### src/rtl/nn_mem_pkg.sv
// Shared definitions for the nn memory blocks: reader FSM encoding and default
// memory geometry.
package nn_mem_pkg;

  localparam int unsigned NN_DATA_W = 256;
  localparam int unsigned NN_ADDR_W = 4;

  typedef enum logic [2:0] {
    S_IDLE    = 3'd0,
    S_ISSUE   = 3'd1,
    S_WAIT    = 3'd2,
    S_PRESENT = 3'd3,
    S_FINISH  = 3'd4
  } rd_state_t;

endpackage : nn_mem_pkg

### src/rtl/ram_stream_reader.sv
// Burst reader: fetches count words from an external synchronous RAM starting at
// base_addr and streams them out with valid/ready. Optional macro READ_CHECKSUM_EN adds chk.
module ram_stream_reader
  import nn_mem_pkg::*;
#(
  parameter int unsigned DATA_W = NN_DATA_W,
  parameter int unsigned ADDR_W = NN_ADDR_W
) (
  input  logic              CLK,
  input  logic              RST,
  input  logic              start,
  input  logic [ADDR_W-1:0] base_addr,
  input  logic [ADDR_W:0]   count,
  output logic [ADDR_W-1:0] mem_addr,
  output logic              mem_we,
  input  logic [DATA_W-1:0] mem_q,
  output logic [DATA_W-1:0] out_data,
  output logic              out_valid,
  input  logic              out_ready,
  output logic              busy,
  output logic              done
`ifdef READ_CHECKSUM_EN
  ,
  output logic [DATA_W-1:0] chk
`endif
);

  rd_state_t         state_q, state_d;
  logic [ADDR_W-1:0] ptr_q, ptr_d;
  logic [ADDR_W:0]   rem_q, rem_d;
  logic [DATA_W-1:0] data_q, data_d;
  logic              valid_q, valid_d;

  always_ff @(posedge CLK) begin
    if (RST) begin
      state_q <= S_IDLE;
      ptr_q   <= '0;
      rem_q   <= '0;
      data_q  <= '0;
      valid_q <= 1'b0;
    end else begin
      state_q <= state_d;
      ptr_q   <= ptr_d;
      rem_q   <= rem_d;
      data_q  <= data_d;
      valid_q <= valid_d;
    end
  end

  always_comb begin
    state_d = state_q;
    ptr_d   = ptr_q;
    rem_d   = rem_q;
    data_d  = data_q;
    valid_d = valid_q;
    case (state_q)
      S_IDLE: begin
        if (start) begin
          if (count != '0) begin
            ptr_d   = base_addr;
            rem_d   = count;
            state_d = S_ISSUE;
          end else begin
            state_d = S_FINISH;
          end
        end
      end
      S_ISSUE: state_d = S_WAIT;
      S_WAIT: begin
        data_d  = mem_q;
        valid_d = 1'b1;
        state_d = S_PRESENT;
      end
      S_PRESENT: begin
        if (valid_q && out_ready) begin
          valid_d = 1'b0;
          ptr_d   = ptr_q + ADDR_W'(1);
          rem_d   = rem_q - (ADDR_W+1)'(1);
          state_d = (rem_q > (ADDR_W+1)'(1)) ? S_ISSUE : S_FINISH;
        end
      end
      S_FINISH: state_d = S_IDLE;
      default:  state_d = S_IDLE;
    endcase
  end

  assign mem_addr  = ptr_q;
  assign mem_we    = 1'b0;
  assign out_data  = data_q;
  assign out_valid = valid_q;
  assign busy      = (state_q != S_IDLE);
  assign done      = (state_q == S_FINISH);

`ifdef READ_CHECKSUM_EN
  logic [DATA_W-1:0] chk_q, chk_d;

  // Cleared by any start accepted in IDLE, including count=0, so chk reads 0 then.
  always_comb begin
    chk_d = chk_q;
    if (state_q == S_IDLE && start) begin
      chk_d = '0;
    end else if (state_q == S_PRESENT && valid_q && out_ready) begin
      chk_d = chk_q ^ data_q;
    end
  end

  always_ff @(posedge CLK) begin
    if (RST) chk_q <= '0;
    else     chk_q <= chk_d;
  end

  assign chk = chk_q;
`endif

endmodule : ram_stream_reader
### config.mk
export PLATFORM = sky130hd
export DESIGN_NAME = ram_stream_reader
export DESIGN_NICKNAME = d
export VERILOG_FILES = /design/src/rtl/nn_mem_pkg.sv /design/src/rtl/ram_stream_reader.sv
export SDC_FILE = /design/constraint.sdc
export NUM_CORES = 1
export LEC_CHECK = 0
export CORE_AREA = 3 3 205 207
export CTS_BUF_LIST = sky130_fd_sc_hd__clkbuf_8
export DETAILED_ROUTE_END_ITERATION = 8
export DIE_AREA = 0 0 208 210
export SLEW_MARGIN = 20
export SYNTH_ARGS = -nofsm -noshare
export SYNTH_HDL_FRONTEND = slang
export SYNTH_SLANG_ARGS = --single-unit
### constraint.sdc
create_clock -name CLK -period 3.6 [get_ports CLK]
set_clock_uncertainty 0.15 [all_clocks]
set_input_delay 0.72 -clock CLK [delete_from_list [all_inputs] [get_ports CLK]]
set_output_delay 0.72 -clock CLK [all_outputs]
set_load 0.01 [all_outputs]
==> metrics, run 1 <==
crit path max-delay cell type clkdlybuf4s50_1; critical path data required time 2.73 ns; post-synth net total 1484; Worst Hold Class reg -> reg; Warnings, synthesis 0; fraction of power consumed by sequential logic 42.1%; area added between synthesis and finish 71.30%; Startpoint Class register; number of buffers added on ports 531; CTS resizes 0; final RePlAce weighted congestion 0.8142; number of DRC violations after detailed routing 0; P_int 5.797 mW; count of non-filler cells in the finished layout 2289; global-route wire length before repair 54650 um; initial antenna violation count 0; maximum vdd ir drop 0.0003339 V; arrival time at the worst endpoint 2.01 ns; pin count of the biggest net entering global routing 119; largest buffer count on any clock path 3; total power divided by cell area 495.0 nW/um^2; post-route antenna net violation count 0; worst slew margin relative to its limit 61.00%; flip-flop and latch count after synthesis 269; final-report max-slew violation count 0; final total power 8.084 mW; status finished, final reports clean; post-detailed-route wirelength per cell 15.73 um; Post-CTS Setup Inserts 0; tightest hold margin 0.3004 ns; post-synthesis sequential area ratio 56.48%; initial drt markers 592; clock-pin transition on the worst setup and hold timing paths 0.06 ns; CP peak stage delay 0.59 ns; worst setup path category reg -> out; largest fanout on the critical path 6; period utilization 79.97%; die span in y 210 um; Global Route Usage Sum 15.45%; number of flops mapped to enable cells by yosys 0; Skew-Pair Late Insertion Delay 0.58 ns; top area cells in the synthesized netlist dfxtp_1, nand2_1, a21oi_1; Sw Pwr 2.287 mW; Mapped Cells 1212; # clock sinks 269; H-tree depth 2; site row count 74; via count of the routed design 9957; area fraction of the dominant cell type after synthesis 56.48%; Via-to-Cell Ratio 4.350; worst-margin pin slew 0.5851 ns; floorplan die area 43680 um^2; number of iterations in the first detailed-routing pass 5; area of the mapped netlist 9534 um^2; Final Hold Violating Endpoints 0; initial core utilization 23.51%; placeable core area 40550 um^2; die width 208 um; highest achievable clock rate 0.3474 GHz; number of CTS-inserted buffers 48; number of cells after detailed placement 2202; total global routing overflow 0; final wirelength 36000 um; leading area contributor after synthesis dfxtp_1; detailed placer's ending HPWL 25570 um; final critical-path required period 2.879 ns; setup TNS after final layout 0 ns; Worst setup EP type primary output; RSZ-0062 raised after global routing no; share of layout cells above drive strength 1 5.467%; Async SR Flop Fraction 0%; nets@finish 1992; critical path cell sequence inv_1 > nor3_1 > clkdlybuf4s50_1; number of distinct library cells after synthesis 39; clock tree from TritonCTS yes; number of buffers inserted by hold repair at cts 0; Avg Synthesized Cell Area 7.866 um^2; Sw Share 28.29%; Clk network pwr share 35.4%; Maximum Capacitance Violations 0; number of global-route vias before repair 9801; relative contribution of combinational cells to total power 22.5%; Lkg Pwr 5.772 nW; number of primary I/O pins 533; cell at the root of the clock tree clkbuf_8; top flip-flop cell by instance count after synthesis dfxtp_1; Setup Viol. Count Final 0
cells in the mapped netlist (2+ instances only):
library cell  count
nand2_1         523
dfxtp_1         269
a21oi_1         264
clkbuf_1         55
buf_2            29
inv_1             7
buf_1             6
o22a_1            6
o32ai_1           6
nor3_1            5
nor3b_1           5
ha_1              3
nor2_1            3
a221oi_1          2
a311oi_1          2
and3_1            2
nor4b_1           2
o21ai_0           2
cells by family (layout without fill, tap and decap cells):
family                   Yosys count  in the layout  synth area share [%]
AND/OR/NAND/NOR                  549            549                 22.47
AO/OA/AOI/OAI                    289            289                 16.06
flip-flops                       269            269                 56.48
buffers and inverters            100            644                 4.449
adder cells (fa/ha/maj)            3              3                0.3937
other                              1              2               0.03933
multiplexers                       1              1                0.1050
layout by cell type (no fill, tap or decap), types with 2 or more instances in the layout:
| master | n |
|---|---|
| a311oi_1 | 2 |
| nor3b_1 | 5 |
| nor2_1 | 3 |
| nor3_1 | 5 |
| a221oi_1 | 2 |
| inv_1 | 25 |
| a21oi_1 | 264 |
| clkdlybuf4s50_1 | 530 |
| o22a_1 | 6 |
| buf_4 | 15 |
| clkbuf_8 | 63 |
| ha_1 | 3 |
| o32ai_1 | 6 |
| nand2_1 | 523 |
| o21ai_0 | 2 |
| buf_12 | 5 |
| dfxtp_1 | 269 |
| clkinv_2 | 4 |
| nor4b_1 | 2 |
cell type report:
| class | instances | area, um^2 |
|---|---|---|
| fillers | 4129 | 24220 |
| repair buffers | 551 | 5532 |
| flip-flops and latches | 269 | 5385 |
| multi-input cells | 843 | 3742 |
| clock buffers | 62 | 853.3 |
| well taps | 532 | 665.6 |
| clock inverters | 24 | 125.1 |
| inverters | 7 | 26.28 |
| diodes | 1 | 2.502 |
final timing paths:
path | depth (start not counted) | start | slack, ns | endpoint
setup / recovery | 3 | state_q[2]$_SDFFE_PP0P_ | 0.72 | done
setup reg to reg | 6 | state_q[2]$_SDFFE_PP0P_ | 1.39 | out_data[126]$_SDFFE_PP0P_
hold reg to reg | 2 | out_data[243]$_SDFFE_PP0P_ | 0.30 | out_data[243]$_SDFFE_PP0P_
hold / removal | 2 | out_data[243]$_SDFFE_PP0P_ | 0.30 | out_data[243]$_SDFFE_PP0P_
flip-flops by register name, indices dropped and copies added, names as in the netlist:
signal / count
mem_addr: 4
out_data: 256
out_valid: 1
rem_q: 5
state_q: 3
critical path, delay by kind of cell, from the launching register on:
family                 cells  cell delay (ns)
buffers and inverters      2             0.76
DFF                        1             0.41
and+or+nand+nor            1             0.25
per-layer routing:
layer	track usage [%]	vias to the layer above	share of wire, %
met2	26.00	421	47
met1	17.60	4513	40
met4	5.255	0	2.8
met3	6.831	66	10
met5	0	-	0
li1	-	4957	-
power groups by stage:
| stage | combinational [mW] | sequential (mW) | clock (mW) |
|---|---|---|---|
| after floorplan | 0.671 | 3.56 | 0 |
| after global placement | 1.83 | 3.45 | 0 |
| after detailed placement | 1.84 | 3.46 | 0 |
| after CTS | 1.84 | 3.40 | 2.99 |
| after global routing | 1.98 | 3.43 | 3.10 |
| final | 1.82 | 3.40 | 2.86 |
through the flow:
step / setup WS (ns) / area (um^2) / util, %
after floorplan: 1.437 / 9534 / -
after global placement: 0.8650 / 15350 / 37.85
after detailed placement: 0.8394 / 15350 / 37.85
after CTS: 0.6724 / 16330 / 40.27
after global routing: 0.5959 / 16330 / 40.27
final: 0.7212 / 16330 / 40.27
Note: power is estimated with default switching activity, not from simulation.
==> inputs of run 2 (changes only) <==
==> constraint.sdc (replaced) <==
create_clock -name CLK -period 2.6 [get_ports CLK]
set_clock_uncertainty 0.15 [all_clocks]
set_input_delay 0.52 -clock CLK [delete_from_list [all_inputs] [get_ports CLK]]
set_output_delay 0.52 -clock CLK [all_outputs]
set_load 0.01 [all_outputs]
==> run 2 against run 1 <==
  * Design area grew 0.70%
  * Largest cell class unchanged
  * Total power rose by 39%
  * Highest routed layer unchanged
  * Die area unchanged
  * Critical path type unchanged
  * Wire length up 1.5%
==> metrics, run 2 (synthesis results as in run 1) <==
buffer and inverter count on the worst path 1; highest-count cells in the layout ignoring fill and taps clkdlybuf4s50_1, nand2_1, dfxtp_1; status finished, final reports clean; final core area utilization 40.55%; final wirelength 36550 um; max FFs per register 256; maximum vdd ir drop 0.0004586 V; leading cell type in the layout, fill and taps excluded clkdlybuf4s50_1; cell at the root of the clock tree clkbuf_8; clock tree from TritonCTS yes; number of CTS-inserted buffers 48; Setup Viol. Count Final 0; worst-margin pin slew 0.5089 ns; pin count of the biggest net entering global routing 99; Post-Route M1 WL 14430 um; total power divided by cell area 682.7 nW/um^2; initial antenna violation count 1; # clock sinks 269; routed wl met3 3723 um; fraction of power consumed by sequential logic 42.0%; relative contribution of combinational cells to total power 23.2%; die span in y 210 um; placeable core area 40550 um^2; Routed met2 length 17410 um; uppermost routed layer met4; Sw Pwr 3.184 mW; die width 208 um; post-route antenna net violation count 0; final critical-path required period 2.480 ns; global-route wire length before repair 55460 um; worst slew margin relative to its limit 65.64%; crit path max-delay cell type clkdlybuf4s50_1; Lkg Pwr 5.817 nW; number of global-route vias before repair 9864; Startpoint Class register; largest fanout on the critical path 7; Via-to-Cell Ratio 4.387; initial core utilization 23.51%; nets@finish 2000; FILL cells 4111; number of buffers added on ports 531; via count of the routed design 10050; Global Route Usage Sum 15.80%; area added between synthesis and finish 72.49%; number of iterations in the first detailed-routing pass 5; Clk network pwr share 34.9%; site row count 74; detailed placer's ending HPWL 26420 um; Sw Share 28.36%; count of non-filler cells in the finished layout 2291; final total power 11.23 mW; RSZ-0062 raised after global routing no; critical path data required time 1.93 ns; P_int 8.043 mW; highest achievable clock rate 0.4033 GHz; Final Hold Violating Endpoints 0; initial drt markers 483; arrival time at the worst endpoint 1.81 ns; final-report max-slew violation count 0; clock-pin transition on the worst setup and hold timing paths 0.06 ns; setup TNS after final layout 0 ns; CP peak stage delay 0.54 ns; Post-CTS Setup Inserts 0; critical path cell sequence nor2_2 > nand2_1 > clkdlybuf4s50_1; period utilization 95.37%; final RePlAce weighted congestion 0.8801; Skew-Pair Late Insertion Delay 0.58 ns; Maximum Capacitance Violations 0; largest buffer count on any clock path 3; Worst Hold Class in -> reg; worst setup path category reg -> out; H-tree depth 2; share of layout cells above drive strength 1 5.973%; number of primary I/O pins 533; floorplan die area 43680 um^2; Crit path max-delay family buffers and inverters; total global routing overflow 0; number of DRC violations after detailed routing 0; post-detailed-route wirelength per cell 15.95 um; number of cells after detailed placement 2210; Worst setup EP type primary output
run 2: area by class of cell:
cell class / count / area, um^2 / share of cell area [%]
Antenna cell: 1 / 2.502 / 0.01522
Clock buffer: 61 / 839.6 / 5.105
Clock inverter: 19 / 102.6 / 0.6239
Inverter: 7 / 26.28 / 0.1598
Multi-Input combinational cell: 843 / 3745 / 22.77
Sequential cell: 269 / 5386 / 32.75
Tap cell: 532 / 665.6 / 4.047
Timing Repair Buffer: 559 / 5678 / 34.53
run 2: worst reg2reg max path, cell delays in order, from the launching register on:
cell and delay [ns]:
dfxtp_1 0.47, nand3b_1 0.34, nor4b_1 0.46, a21oi_1 0.13, o32ai_1 0.24
run 2: metrics by stage:
step,setup slack [ns],hold slack (ns),instance area [um^2]
after floorplan,0.6371,0.3031,9534
after CTS,0.03875,0.1836,16440
after global routing,0.01898,0.2083,16450
after detailed placement,0.03556,0.2957,15500
final,0.1205,0.2410,16450
after global placement,0.06087,0.2909,15500
run 2: power groups by stage:
stage                     Combinational [mW]  Clock, mW  Sequential, mW
final                                   2.60       3.92            4.71
after global routing                    2.83       4.27            4.76
after CTS                               2.64       4.10            4.71
after detailed placement                2.63          0            4.79
after global placement                  2.61          0            4.78
after floorplan                        0.929          0            4.93
run 2: path summary, 6_finish.rpt:
check                               end                  startpoint  cells after the start  slack (ns)
max                                busy     state_q[0]$_SDFFE_PP0P_                      3        0.12
min          out_data[220]$_SDFFE_PP0P_                         RST                      2        0.24
max reg2reg       rem_q[3]$_SDFFE_PP0P_     state_q[0]$_SDFFE_PP0P_                      4        0.72
min reg2reg  out_data[131]$_SDFFE_PP0P_  out_data[131]$_SDFFE_PP0P_                      2        0.30
run 2: repair_timing:
action | CTS | global route
resized for setup | 2 | 2
setup endpoints to repair | 2 | 1
hold buffers | 0 | 0
pin swaps | 0 | 0
run 2: per-layer routing:
metal	up-vias	global-route usage (%)
met5	-	0
met4	0	5.348
met3	59	6.921
met2	441	26.61
met1	4576	18.02
li1	4974	-
